===== config.mk =====
export PLATFORM = sky130hd
export DESIGN_NAME = spi_flash_rdseq_flat
export DESIGN_NICKNAME = d
export VERILOG_FILES = /design/src/rtl/spi_flash_rdseq_if.sv /design/src/rtl/spi_flash_rdseq.sv /design/src/flat_wrapper.sv
export SDC_FILE = /design/constraint.sdc
export NUM_CORES = 1
export LEC_CHECK = 0
export BUFFER_PORTS_ARGS = -buffer_cell sky130_fd_sc_hd__buf_2
export CORE_ASPECT_RATIO = 0.5
export CORE_MARGIN = 5
export CORE_UTILIZATION = 40
export DETAILED_ROUTE_END_ITERATION = 16
export GPL_TIMING_DRIVEN = 0
export PLACE_DENSITY = 0.71
export SYNTH_ARGS = -nofsm -noshare
export SYNTH_HDL_FRONTEND = slang
export SYNTH_SLANG_ARGS = --single-unit

===== constraint.sdc =====
create_clock -name clk -period 3.9 [get_ports clk]
set_input_delay 0.39 -clock clk [delete_from_list [all_inputs] [get_ports clk]]
set_output_delay 0.39 -clock clk [all_outputs]
set_load 0.1 [all_outputs]

===== src/rtl/spi_flash_rdseq_if.sv =====
// Interface bundle for spi_flash_rdseq.
// Groups three sets of signals:
//   - the read request handshake (req_*)
//   - the received-byte stream (data, data_valid, data_ready) and busy
//   - the SB_SPI system bus (sb_*)
// The slave modport is the sequencer's view.
// The master modport is the environment's view: requester, consumer and SB_SPI core.
interface spi_flash_rdseq_if #(
  parameter int unsigned LEN_W = 16
);
  logic             req_valid;
  logic             req_ready;
  logic [23:0]      req_addr;
  logic [LEN_W-1:0] req_len;
  logic [7:0]       data;
  logic             data_valid;
  logic             data_ready;
  logic             busy;
  logic [7:0]       sb_addr;
  logic [7:0]       sb_di;
  logic             sb_rw;
  logic             sb_stb;
  logic [7:0]       sb_do;
  logic             sb_ack;

  modport slave (
    input  req_valid, req_addr, req_len, data_ready, sb_do, sb_ack,
    output req_ready, data, data_valid, busy, sb_addr, sb_di, sb_rw, sb_stb
  );

  modport master (
    output req_valid, req_addr, req_len, data_ready, sb_do, sb_ack,
    input  req_ready, data, data_valid, busy, sb_addr, sb_di, sb_rw, sb_stb
  );
endinterface


===== src/rtl/spi_flash_rdseq.sv =====
// spi_flash_rdseq: owns the iCE40 SB_SPI system bus and runs SPI flash READ (0x03)
// transfers without CPU involvement.
//
// Behaviour:
//   - After reset it initialises the SPI core once.
//   - It then accepts one read request at a time.
//   - Received bytes are streamed out with backpressure.
//
// Ports:
//   clk    24 MHz SoC clock
//   rst_n  asynchronous active-low reset
//   bus    spi_flash_rdseq_if.slave, carrying:
//            - request:    req_valid/req_ready/req_addr/req_len
//                          (req_len is the byte count minus one)
//            - byte out:   data/data_valid/data_ready, plus busy
//            - SB_SPI bus: sb_addr/sb_di/sb_rw/sb_stb out, sb_do/sb_ack in
//
// State table
//   state      | meaning
//   INIT_CSR   | init: write CSR=0x0F (release all chip selects)
//   INIT_CR1   | init: write CR1=0x80 (enable core)
//   INIT_CR2   | init: write CR2=0xC0 (master, manual CS hold)
//   INIT_BR    | init: write BR=SPI_BR
//   IDLE       | ready for a request
//   CS_LO      | write CSR=0x0E (assert CS0)
//   POLL_T     | read SR until TRDY
//   WR         | write TXDR (command/address byte or 0x00 dummy)
//   POLL_R     | read SR until RRDY
//   RD         | read RXDR (discarded during the command phase)
//   OUT        | data byte presented, waiting for data_ready
//   CS_HI      | write CSR=0x0F (release CS0), then back to IDLE
module spi_flash_rdseq #(
  parameter int unsigned LEN_W  = 16,
  parameter logic [7:0]  SPI_BR = 8'h00
) (
  input logic              clk,
  input logic              rst_n,
  spi_flash_rdseq_if.slave bus
);

  localparam logic [7:0] A_CR1  = 8'h09;
  localparam logic [7:0] A_CR2  = 8'h0A;
  localparam logic [7:0] A_BR   = 8'h0B;
  localparam logic [7:0] A_SR   = 8'h0C;
  localparam logic [7:0] A_TXDR = 8'h0D;
  localparam logic [7:0] A_RXDR = 8'h0E;
  localparam logic [7:0] A_CSR  = 8'h0F;

  typedef enum logic [3:0] {
    S_INIT_CSR, S_INIT_CR1, S_INIT_CR2, S_INIT_BR, S_IDLE, S_CS_LO,
    S_POLL_T, S_WR, S_POLL_R, S_RD, S_OUT, S_CS_HI
  } state_t;

  state_t           state, state_nxt;
  logic             gap;
  logic [23:0]      addr_q;
  logic [LEN_W-1:0] cnt_q;
  logic [2:0]       byte_idx;
  logic [7:0]       data_q;

  logic             acc_req, acc_rw;
  logic [7:0]       acc_addr, acc_di, tx_byte;
  logic             stb, acc_done, data_phase;

  // gap forces the strobe low for one cycle after every ack, and for the first
  // cycle after reset, so back-to-back accesses never merge.
  assign stb        = acc_req & ~gap;
  assign acc_done   = stb & bus.sb_ack;
  assign data_phase = (byte_idx == 3'd4);

  always_ff @(posedge clk or negedge rst_n) begin
    if (!rst_n) state <= S_INIT_CSR;
    else        state <= state_nxt;
  end

  always_comb begin
    state_nxt = state;
    case (state)
      S_INIT_CSR: if (acc_done) state_nxt = S_INIT_CR1;
      S_INIT_CR1: if (acc_done) state_nxt = S_INIT_CR2;
      S_INIT_CR2: if (acc_done) state_nxt = S_INIT_BR;
      S_INIT_BR:  if (acc_done) state_nxt = S_IDLE;
      S_IDLE:     if (bus.req_valid) state_nxt = S_CS_LO;
      S_CS_LO:    if (acc_done) state_nxt = S_POLL_T;
      S_POLL_T:   if (acc_done && bus.sb_do[4]) state_nxt = S_WR;
      S_WR:       if (acc_done) state_nxt = S_POLL_R;
      S_POLL_R:   if (acc_done && bus.sb_do[3]) state_nxt = S_RD;
      S_RD:       if (acc_done) state_nxt = data_phase ? S_OUT : S_POLL_T;
      S_OUT:      if (bus.data_ready) state_nxt = (cnt_q == '0) ? S_CS_HI : S_POLL_T;
      S_CS_HI:    if (acc_done) state_nxt = S_IDLE;
      default:    state_nxt = S_INIT_CSR;
    endcase
  end

  always_comb begin
    acc_req  = 1'b0;
    acc_rw   = 1'b0;
    acc_addr = 8'h00;
    acc_di   = 8'h00;
    case (state)
      S_INIT_CSR: begin acc_req = 1'b1; acc_rw = 1'b1; acc_addr = A_CSR;  acc_di = 8'h0F;  end
      S_INIT_CR1: begin acc_req = 1'b1; acc_rw = 1'b1; acc_addr = A_CR1;  acc_di = 8'h80;  end
      S_INIT_CR2: begin acc_req = 1'b1; acc_rw = 1'b1; acc_addr = A_CR2;  acc_di = 8'hC0;  end
      S_INIT_BR:  begin acc_req = 1'b1; acc_rw = 1'b1; acc_addr = A_BR;   acc_di = SPI_BR; end
      S_CS_LO:    begin acc_req = 1'b1; acc_rw = 1'b1; acc_addr = A_CSR;  acc_di = 8'h0E;  end
      S_POLL_T:   begin acc_req = 1'b1; acc_addr = A_SR; end
      S_WR:       begin acc_req = 1'b1; acc_rw = 1'b1; acc_addr = A_TXDR; acc_di = tx_byte; end
      S_POLL_R:   begin acc_req = 1'b1; acc_addr = A_SR; end
      S_RD:       begin acc_req = 1'b1; acc_addr = A_RXDR; end
      S_CS_HI:    begin acc_req = 1'b1; acc_rw = 1'b1; acc_addr = A_CSR;  acc_di = 8'h0F;  end
      default:    ;
    endcase
  end

  always_comb begin
    case (byte_idx)
      3'd0:    tx_byte = 8'h03;
      3'd1:    tx_byte = addr_q[23:16];
      3'd2:    tx_byte = addr_q[15:8];
      3'd3:    tx_byte = addr_q[7:0];
      default: tx_byte = 8'h00;
    endcase
  end

  // byte_idx walks 0..3 through the command bytes and then parks at 4 for every data byte.
  always_ff @(posedge clk or negedge rst_n) begin
    if (!rst_n) begin
      gap      <= 1'b1;
      addr_q   <= '0;
      cnt_q    <= '0;
      byte_idx <= '0;
      data_q   <= '0;
    end else begin
      gap <= acc_done;
      if (state == S_IDLE && bus.req_valid) begin
        addr_q <= bus.req_addr;
        cnt_q  <= bus.req_len;
      end
      if (state == S_CS_LO && acc_done) byte_idx <= '0;
      if (state == S_RD && acc_done) begin
        if (data_phase) data_q <= bus.sb_do;
        else            byte_idx <= byte_idx + 3'd1;
      end
      if (state == S_OUT && bus.data_ready && cnt_q != '0) cnt_q <= cnt_q - 1'b1;
    end
  end

  // Address/data/rw are zeroed outside a strobe so the bus idles at its reset values.
  assign bus.sb_stb     = stb;
  assign bus.sb_rw      = stb & acc_rw;
  assign bus.sb_addr    = stb ? acc_addr : 8'h00;
  assign bus.sb_di      = stb ? acc_di : 8'h00;
  assign bus.req_ready  = (state == S_IDLE);
  assign bus.busy       = (state != S_IDLE);
  assign bus.data_valid = (state == S_OUT);
  assign bus.data       = data_q;

endmodule


===== src/flat_wrapper.sv =====
// flat-port wrapper written by rule: the top's interface ports become plain ports
module spi_flash_rdseq_flat 
#(
  parameter int unsigned LEN_W  = 16,
  parameter logic [7:0]  SPI_BR = 8'h00
)
  (clk, rst_n, bus_req_valid, bus_req_addr, bus_req_len, bus_data_ready, bus_sb_do, bus_sb_ack, bus_req_ready, bus_data, bus_data_valid, bus_busy, bus_sb_addr, bus_sb_di, bus_sb_rw, bus_sb_stb);
  spi_flash_rdseq_if #(.LEN_W(LEN_W)) bus_i ();
  input logic clk;
  input logic rst_n;
  input wire logic [$bits(bus_i.req_valid)-1:0] bus_req_valid;
  input wire logic [$bits(bus_i.req_addr)-1:0] bus_req_addr;
  input wire logic [$bits(bus_i.req_len)-1:0] bus_req_len;
  input wire logic [$bits(bus_i.data_ready)-1:0] bus_data_ready;
  input wire logic [$bits(bus_i.sb_do)-1:0] bus_sb_do;
  input wire logic [$bits(bus_i.sb_ack)-1:0] bus_sb_ack;
  output wire logic [$bits(bus_i.req_ready)-1:0] bus_req_ready;
  output wire logic [$bits(bus_i.data)-1:0] bus_data;
  output wire logic [$bits(bus_i.data_valid)-1:0] bus_data_valid;
  output wire logic [$bits(bus_i.busy)-1:0] bus_busy;
  output wire logic [$bits(bus_i.sb_addr)-1:0] bus_sb_addr;
  output wire logic [$bits(bus_i.sb_di)-1:0] bus_sb_di;
  output wire logic [$bits(bus_i.sb_rw)-1:0] bus_sb_rw;
  output wire logic [$bits(bus_i.sb_stb)-1:0] bus_sb_stb;
  assign bus_i.req_valid = bus_req_valid;
  assign bus_i.req_addr = bus_req_addr;
  assign bus_i.req_len = bus_req_len;
  assign bus_i.data_ready = bus_data_ready;
  assign bus_i.sb_do = bus_sb_do;
  assign bus_i.sb_ack = bus_sb_ack;
  assign bus_req_ready = bus_i.req_ready;
  assign bus_data = bus_i.data;
  assign bus_data_valid = bus_i.data_valid;
  assign bus_busy = bus_i.busy;
  assign bus_sb_addr = bus_i.sb_addr;
  assign bus_sb_di = bus_i.sb_di;
  assign bus_sb_rw = bus_i.sb_rw;
  assign bus_sb_stb = bus_i.sb_stb;
  spi_flash_rdseq #(.LEN_W(LEN_W), .SPI_BR(SPI_BR)) u_core (.clk(clk), .rst_n(rst_n), .bus(bus_i));
endmodule

==> metrics.yaml, run 1 <==
slew_violations: 0
grtUsageMet3_pct: 4.51
grt_max_degree: 57
clock_sinks: 56
postCtsSetupBuffers: 0
die_w_um: 137
gp_congestion: 0.921
drt_iter0_drc: 285
yosysSeqAreaShare_pct: 43.7
relSlewSlack_pct: 50.5
fin_nets: 525
timing.hold.ws_ns: 0.144
cts-root-buf: "clkbuf_16"
routed_wl_um: 8670
crit_slowest_cell: "buf_2"
grt_pass1_wl_um: 14400
hold_viol: 0
antenna_found_initial: 0
grt_pass1_vias: 2998
synth-edff-count: 0
wl_per_cell_um: 15.0
rsz0062_at_grt: "false"
drv_cap: 0
clock_path_buffers: 2
dp.final_hpwl_um: 6360
io_pins: 82
ys.flop_type: "dfrtp_1"
ctsHoldBuffers: 0
die_area_sq_um: 10000
row_count: 23
synthArstFlopShare_pct: 100
place_worst_setup_slack_ns: 1.24
crit_chain: "inv_1 > ha_1 > nor2b_1 > a222oi_1 > o21ai_0 > nor4b_2 > buf_2"
htreeDepth: 2
cp.required_ns: 3.51
period_share_pct: 77.3
regArea_sq_um: 1400
place_inst: 571
status: "complete, no violations"
ant_nets: 0
fin_area_sq_um: 3940
setup_viol_count_final: 0
syn_to_final_growth_pct: 22.6
path_clk_slew_ns: 0.08
grt-busiest-layer: "met2"
start_util_pct: 40.6
arrival_ns: 2.63
ys_types: 60
grt_use_total_pct: 18.1
ir_drop_uv: 494
gr-usage-met2_pct: 28.7
critPathMaxFanout: 6
fill_cells: 765
fin_ws_ns: 0.884
met1_usage_pct: 24.4
multiInputGateArea_sq_um: 1660
max_freq_mhz: 332
drive_gt1_share_pct: 23.8
powerDensity_nw_per_um2: 947
fin_worst_skew_ns: 0.00673
grt_overflow_total: 0
io_buffer_count: 77
insertion_delay_ns: 0.31
total_power_mw: 3.73
critPathMaxStageDelay_ns: 0.47
tightestPinTransition_ns: 0.740
drt-pass1-iter-count: 6
hold_path.class: "input port to asynchronous set/reset pin"
die_y_um: 73.4
numCtsBuffers: 5
utilization_pct: 49.7
post_dp_cell_area_sq_um: 3760
cp-start-kind: "flip-flop"
finalNonFillerCells: 579
cts_tree: "yes"
end_kind: "output port"
via_per_inst: 5.35
core_area_sq_um: 7910
netlist_area_sq_um: 3210
cts.repair.resized: 0
vias: 3100
ys_ff_latch: 56
min_period_ns: 3.02
diodes: 0
route.detailed.drc: 0
p_leak_nw: 1.87
ys.warnings.count: 0
worstSetupPathType: "flip-flop to output port"
syn_area_per_cell_sq_um: 8.47
netlist_instances: 379
final.setup.tns_ns: 0
==> synth_stat cells, types with 3 or more instances <==
| cell | count | area [sq um] |
|---|---|---|
| clkbuf_1 | 14 | 52.6 |
| o211ai_1 | 4 | 30.0 |
| nand2_1 | 100 | 375 |
| o31ai_1 | 3 | 22.5 |
| mux2_2 | 8 | 90.1 |
| o22ai_1 | 5 | 31.3 |
| a21oi_1 | 21 | 105 |
| nor3b_1 | 3 | 22.5 |
| nand2b_1 | 3 | 18.8 |
| nand4_1 | 3 | 18.8 |
| nor4b_1 | 4 | 35.0 |
| buf_1 | 4 | 15.0 |
| dfrtp_1 | 55 | 1380 |
| and2_1 | 3 | 18.8 |
| a222oi_1 | 6 | 60.1 |
| buf_4 | 4 | 30.0 |
| a32oi_1 | 4 | 35.0 |
| nor2_1 | 28 | 105 |
| or3_1 | 3 | 18.8 |
| nor2b_1 | 6 | 37.5 |
| nor3_1 | 5 | 25.0 |
| o21ai_0 | 15 | 75.1 |
| ha_1 | 6 | 75.1 |
| a31oi_1 | 4 | 25.0 |
| o21a_1 | 3 | 22.5 |
| nand3_1 | 8 | 40.0 |
| inv_1 | 13 | 48.8 |
==> final cells by class <==
cell class / count / area share, %
Buffer: 25 / 3.02
Clock buffer: 5 / 3.18
Clock inverter: 3 / 1.27
Inverter: 13 / 1.24
Multi-Input combinational cell: 288 / 42.2
Sequential cell: 56 / 35.6
Tap cell: 112 / 3.56
Timing Repair Buffer: 77 / 9.85
==> state kept, by name (all words and copies together), names as in the netlist <==
register	cells
u_core.addr_q	24
u_core.bus.data	8
u_core.byte_idx	3
u_core.cnt_q	16
u_core.gap	1
u_core.state	4
==> cells in the final DEF, fill, tap and decap left out, types with 4 or more instances in the layout <==
cell type,n
nor2b_1,6
a222oi_1,6
a32oi_1,4
buf_1,4
o21ai_0,15
nor3_1,5
buf_2,78
nor2_1,27
o22ai_1,5
clkbuf_16,5
mux2_2,8
o211ai_1,4
a21oi_1,21
inv_1,13
ha_1,6
nand2_1,100
buf_4,5
clkbuf_1,14
a31oi_1,4
conb_1,4
dfrtp_1,55
nand3_1,8
==> cell families after synthesis <==
family,count (synthesis),share of synthesized area (%)
XOR/XNOR,1,0.273
multiplexers,10,3.43
flip-flops,56,43.7
adder cells (fa/ha/maj),6,2.34
other,1,0.117
AO/OA/AOI/OAI,86,18.5
buffers and inverters,38,5.22
AND/OR/NAND/NOR,181,26.5
==> critical path: cells and delay by family (launching register included) <==
family,cells,cell delay [ns]
and+or+nand+nor,2,0.69
buffers and inverters,2,0.58
DFF,1,0.43
AOI/OAI and AO/OA,2,0.41
adders and majority gates,1,0.21
==> worst paths after layout <==
kind                                     from           endpoint  slack (ns)  depth (start not counted)
min in group clk              bus_req_addr[2]   u_core.addr_q[2]        0.26                          3
max in group asynchronous               rst_n    u_core.state[1]        3.28                          1
setup reg to reg              u_core.cnt_q[0]   u_core.cnt_q[15]        1.20                          7
hold reg to reg             u_core.addr_q[15]  u_core.addr_q[15]        0.48                          2
setup / recovery           u_core.byte_idx[1]       bus_sb_di[6]        0.88                          7
hold / removal                          rst_n    u_core.cnt_q[4]        0.14                          1
==> report_power, final <==
group | internal, mW | switching, mW | leakage (nW)
combinational | 0.557 | 1.62 | 1.08
clock | 0.311 | 0.240 | 0.0863
sequential | 0.820 | 0.183 | 0.695
==> per-layer routing <==
metal | vias to the layer above | wire length, um | share of wire, %
li1 | 1514 | - | -
met1 | 1473 | 3930 | 45
met4 | 0 | 163 | 1.9
met5 | - | 0 | 0
met3 | 19 | 542 | 6.3
met2 | 94 | 4030 | 46
No activity file was read; power rests on OpenSTA's default activity.
==> inputs of run 2 (changes only) <==
==> constraint.sdc (replaced) <==
create_clock -name clk -period 3.1 [get_ports clk]
set_input_delay 0.31 -clock clk [delete_from_list [all_inputs] [get_ports clk]]
set_output_delay 0.31 -clock clk [all_outputs]
set_load 0.1 [all_outputs]
==> metrics.yaml, run 2 (synthesized netlist as in run 1, its figures left out) <==
grt_use_total_pct: 18.0  # -0.023 points
critPathMaxFanout: 10  # +4
ant_nets: 0  # unchanged
p_leak_nw: 1.87  # +0.35%
fin_worst_skew_ns: 0.00849  # +0.00176 ns
ir_drop_uv: 605  # +22%
drive_gt1_share_pct: 25.5  # +1.7 points
die_y_um: 73.4  # unchanged
syn_to_final_growth_pct: 24.5
drt_iter0_drc: 280  # -1.8%
slew_violations: 0  # unchanged
hold_path.class: "input port to asynchronous set/reset pin"
cp.required_ns: 2.79  # -0.72 ns
fill_cells: 780  # +2.0%
period_share_pct: 94.0
relSlewSlack_pct: 51.9  # +1.4 points
end_kind: "output port"
tightestPinTransition_ns: 0.719  # -0.0206 ns
cts_tree: "yes"
wl_per_cell_um: 14.9  # -0.38%
fin_ws_ns: 0.186  # -0.697 ns
final.setup.tns_ns: 0  # unchanged
worst-path-buf-inv: 4  # +2
cts-root-buf: "clkbuf_16"
dp.final_hpwl_um: 6300  # -0.84%
utilization_pct: 50.5  # +0.81 points
grt_pass1_vias: 2935  # -2.1%
hold_viol: 0  # unchanged
die_w_um: 137  # unchanged
total_power_mw: 4.79  # +28%
rr_startpoint: "u_core.cnt_q[0]"
fin_nets: 525  # unchanged
drt-pass1-iter-count: 4  # -2
cp-start-kind: "flip-flop"
layout_common_cells: "nand2_1 (99), buf_2 (77), dfrtp_1 (55), nor2_1 (25), a21oi_1 (21)"
setup_viol_count_final: 0  # unchanged
critPathTopFamily: "buffers and inverters"
powerDensity_nw_per_um2: 1200  # +26%
min_period_ns: 2.91
io_pins: 82  # unchanged
place_worst_setup_slack_ns: 0.413  # -0.824 ns
row_count: 23  # unchanged
final_common_cell: "nand2_1"
rsz0062_at_grt: "false"
arrival_ns: 2.60  # -0.03 ns
max_freq_mhz: 343
diodes: 0  # unchanged
clock_sinks: 56  # unchanged
start_util_pct: 40.6  # unchanged
io_buffer_count: 77  # unchanged
grt_pass1_wl_um: 14400  # about the same
insertion_delay_ns: 0.29  # -0.02 ns
clock_path_buffers: 2  # unchanged
grt_overflow_total: 0  # unchanged
timing.rr.end: "u_core.cnt_q[15]"
path_clk_slew_ns: 0.07  # about the same
numCtsBuffers: 5  # unchanged
ctsHoldBuffers: 0  # unchanged
postCtsSetupBuffers: 0  # unchanged
worstSetupPathType: "flip-flop to output port"
rrSetupSlack_ns: 0.28  # -0.92 ns
largest_reg_flops: 24  # unchanged
crit_slowest_cell: "buf_2"
status: "complete, no violations"
gp_congestion: 0.921  # about the same
htreeDepth: 2  # unchanged
reg2reg_depth: 7  # unchanged
grt_max_degree: 57  # unchanged
largest-register: "u_core.addr_q"
via_per_inst: 5.27  # -1.5%
antenna_found_initial: 0  # unchanged
crit_chain: "clkbuf_1 > inv_1 > ha_1 > buf_1 > o2111a_1 > nand2_1 > o22ai_2 > buf_2"
critPathMaxStageDelay_ns: 0.46  # about the same
routed_wl_um: 8630  # -0.38%
die_area_sq_um: 10000  # unchanged
route.detailed.drc: 0  # unchanged
core_area_sq_um: 7910  # unchanged
drv_cap: 0  # unchanged
vias: 3052  # -1.5%
## run 2: cell count changes in the layout (fill, tap and decap cells not counted), moves of 2 or more
| cell | change |
|---|---|
| nor2_1 | -2 |
| o22ai_1 | -3 |
| o22ai_2 | +3 |
| nor2_2 | +2 |
## run 2: stage by stage
step / hold WS, ns / cell area (sq um) / cells
6_report: 0.0662 / 4000 / 579
4_1_cts: 0.193 / 4000 / 579
2_1_floorplan: 0.0144 / 3280 / 382
5_1_grt: 0.128 / 4000 / 579
3_5_place_dp: 0.463 / 3810 / 571
3_3_place_gp: 0.458 / 3810 / 571
## run 2: cell type report
| cell class | instances | area, sq um | area share [%] |
|---|---|---|---|
| multi-input combinational | 288 | 1710 | 42.7 |
| sequential | 56 | 1400 | 35.1 |
| timing repair buffer | 77 | 390 | 9.76 |
| tap | 112 | 140 | 3.50 |
| clock buffer | 6 | 129 | 3.22 |
| buffer | 25 | 119 | 2.97 |
| clock inverter | 2 | 60.1 | 1.50 |
| inverter | 13 | 52.6 | 1.31 |
## run 2: power breakdown
group	internal, mW	switching [mW]
Sequential	1.03	0.232
Clock	0.464	0.257
Combinational	0.734	2.07
Total	2.23	2.56
## run 2: worst max-delay path by stage
stage,startpoint,end,slack (ns),cells after the start
after CTS,u_core.byte_idx[2],bus_sb_di[1],0.19,8
after global routing,u_core.byte_idx[2],bus_sb_di[1],0.01,8
after global placement,u_core.cnt_q[0],u_core.cnt_q[15],0.49,7
after detailed placement,u_core.cnt_q[0],u_core.cnt_q[15],0.41,7
final,u_core.byte_idx[2],bus_sb_di[1],0.19,8
after floorplan,u_core.state[1],bus_sb_addr[2],-0.15,5
## run 2: per-layer routing
metal,vias to the layer above,GRT usage [%],wire [um]
met5,-,0,0
met4,0,3.80,85
met3,8,3.01,434
met2,63,29.1,4100
met1,1468,25.7,4010
li1,1513,-,-
## run 2: what timing repair did
action                     4_1_cts  5_1_grt
setup endpoints to repair        0        1
gates resized for setup          0        1
hold endpoints to repair         0        0
==> inputs of run 3 (changes only) <==
--- a/config.mk
+++ b/config.mk
@@ -12,6 +12,8 @@
 export DETAILED_ROUTE_END_ITERATION = 16
 export GPL_TIMING_DRIVEN = 0
 export PLACE_DENSITY = 0.71
+export RECOVER_POWER = 100
+export SLEW_MARGIN = 0
 export SYNTH_ARGS = -nofsm -noshare
 export SYNTH_HDL_FRONTEND = slang
 export SYNTH_SLANG_ARGS = --single-unit
==> metrics.yaml, run 3 (synthesized netlist as in run 1, its figures left out) <==
status: "complete, no violations"
timing.hold.ws_ns: 0.198  # +0.131 ns
place_inst: 571  # unchanged
row_count: 23  # unchanged
cts_tree: "yes"
clock_sinks: 56  # unchanged
timing.rr.end: "u_core.cnt_q[15]"
clock_path_buffers: 2  # unchanged
cts.repair.resized: 0  # unchanged
powerDensity_nw_per_um2: 1200  # +0.21%
critPathMaxFanout: 10  # unchanged
start_util_pct: 40.6  # unchanged
holdPathStages: 3
layout_common_cells: "nand2_1 (100), dfrtp_1 (55), buf_2 (53), clkbuf_1 (31), nor2_1 (25)"
hold_path_end: "u_core.addr_q[5]"
grt_overflow_total: 0  # unchanged
syn_to_final_growth_pct: 23.5
largest-register: "u_core.addr_q"
die_y_um: 73.4  # unchanged
max_freq_mhz: 338  # -1.6%
critPathMaxStageDelay_ns: 0.47  # about the same
utilization_pct: 50.1  # -0.41 points
grt_max_degree: 57  # unchanged
setup_viol_count_final: 0  # unchanged
cts-root-buf: "clkbuf_16"
cpMostUsedCell: "clkbuf_1"
crit_slowest_cell: "buf_2"
numCtsBuffers: 5  # unchanged
drt-pass1-iter-count: 6  # +2
postCtsSetupBuffers: 0  # unchanged
ir_drop_uv: 610  # +0.94%
p_leak_nw: 1.81  # -3.1%
drv_cap: 0  # unchanged
slew_violations: 0  # unchanged
io_buffer_count: 77  # unchanged
rr_startpoint: "u_core.cnt_q[0]"
finalNonFillerCells: 579  # unchanged
htreeDepth: 2  # unchanged
ant_nets: 0  # unchanged
grt_use_total_pct: 18.0  # unchanged
drive_gt1_share_pct: 22.1  # -3.4 points
tightestPinTransition_ns: 1.38  # +0.665 ns
core_area_sq_um: 7910  # unchanged
largest_reg_flops: 24  # unchanged
die_w_um: 137  # unchanged
vias: 3057  # +0.16%
drt_iter0_drc: 268  # -4.3%
arrival_ns: 2.65  # +0.05 ns
rsz0062_at_grt: "false"
diodes: 0  # unchanged
hold_path.class: "input port to flip-flop"
hold_start: "bus_req_addr[5]"
grt_pass1_wl_um: 14400  # unchanged
path_clk_slew_ns: 0.07  # about the same
fin_worst_skew_ns: 0.00861  # +0.000121 ns
final_common_cell: "nand2_1"
die_area_sq_um: 10000  # unchanged
worstSetupPathType: "flip-flop to output port"
crit_chain: "clkbuf_1 > inv_1 > ha_1 > clkbuf_1 > o2111a_1 > nand2_1 > o22ai_2 > buf_2"
grt_pass1_vias: 2935  # unchanged
rrSetupSlack_ns: 0.27  # about the same
gp_congestion: 0.921  # unchanged
total_power_mw: 4.76  # -0.61%
insertion_delay_ns: 0.29  # about the same
ctsHoldBuffers: 0  # unchanged
reg2reg_depth: 7  # unchanged
cp-start-kind: "flip-flop"
dp.final_hpwl_um: 6300  # unchanged
period_share_pct: 95.5  # +1.5 points
route.detailed.drc: 0  # unchanged
relSlewSlack_pct: 7.72  # -44 points
end_kind: "output port"
routed_wl_um: 8600  # -0.41%
min_period_ns: 2.96  # +0.0475 ns
io_pins: 82  # unchanged
wl_per_cell_um: 14.8  # -0.41%
fin_nets: 525  # unchanged
via_per_inst: 5.28  # +0.16%
hold_viol: 0  # unchanged
antenna_found_initial: 0  # unchanged
cp.required_ns: 2.79  # about the same
final.setup.tns_ns: 0  # unchanged
-- run 3: report_power, final --
group	total (mW)	internal (mW)	leakage (nW)	switching (mW)
Sequential	1.26	1.03	0.695	0.229
Clock	0.721	0.464	0.0911	0.257
Combinational	2.77	0.702	1.03	2.07
-- run 3: metrics by stage --
stage,area (sq um),worst slack [ns]
6_report,3970,0.139
5_1_grt,3970,0.0111
4_1_cts,4000,0.187
3_5_place_dp,3810,0.413
3_3_place_gp,3810,0.491
2_1_floorplan,3280,-0.146
-- run 3: layout make-up --
| class | instances | area [sq um] |
|---|---|---|
| fill | 791 | 3950 |
| multi-input combinational | 288 | 1700 |
| sequential | 56 | 1400 |
| timing repair buffer | 77 | 372 |
| tap | 112 | 140 |
| clock buffer | 6 | 129 |
| buffer | 25 | 110 |
| clock inverter | 2 | 60.1 |
| inverter | 13 | 50.0 |
-- run 3: how the worst max path moves through the flow --
| stage | from | end |
|---|---|---|
| CTS | u_core.byte_idx[2] | bus_sb_di[1] |
| floorplan | u_core.state[1] | bus_sb_addr[2] |
| detailed placement | u_core.cnt_q[0] | u_core.cnt_q[15] |
| global placement | u_core.cnt_q[0] | u_core.cnt_q[15] |
| global route | u_core.byte_idx[2] | bus_sb_di[1] |
| finish | u_core.byte_idx[2] | bus_sb_di[1] |
-- run 3: worst max-delay path, delay by kind of cell (launching register included) --
| family | cells | cell delay [ns] |
|---|---|---|
| and+or+nand+nor | 1 | 0.20 |
| buffers and inverters | 4 | 1.16 |
| DFF | 1 | 0.36 |
| adders and majority gates | 1 | 0.14 |
| AOI/OAI and AO/OA | 2 | 0.50 |
-- run 3: metal layers --
metal / vias up / GRT usage, % / wire length, um
met5: - / 0 / 0
met4: 0 / 3.80 / 101
met3: 12 / 3.01 / 401
met2: 83 / 29.1 / 4030
met1: 1450 / 25.7 / 4070
li1: 1512 / - / -
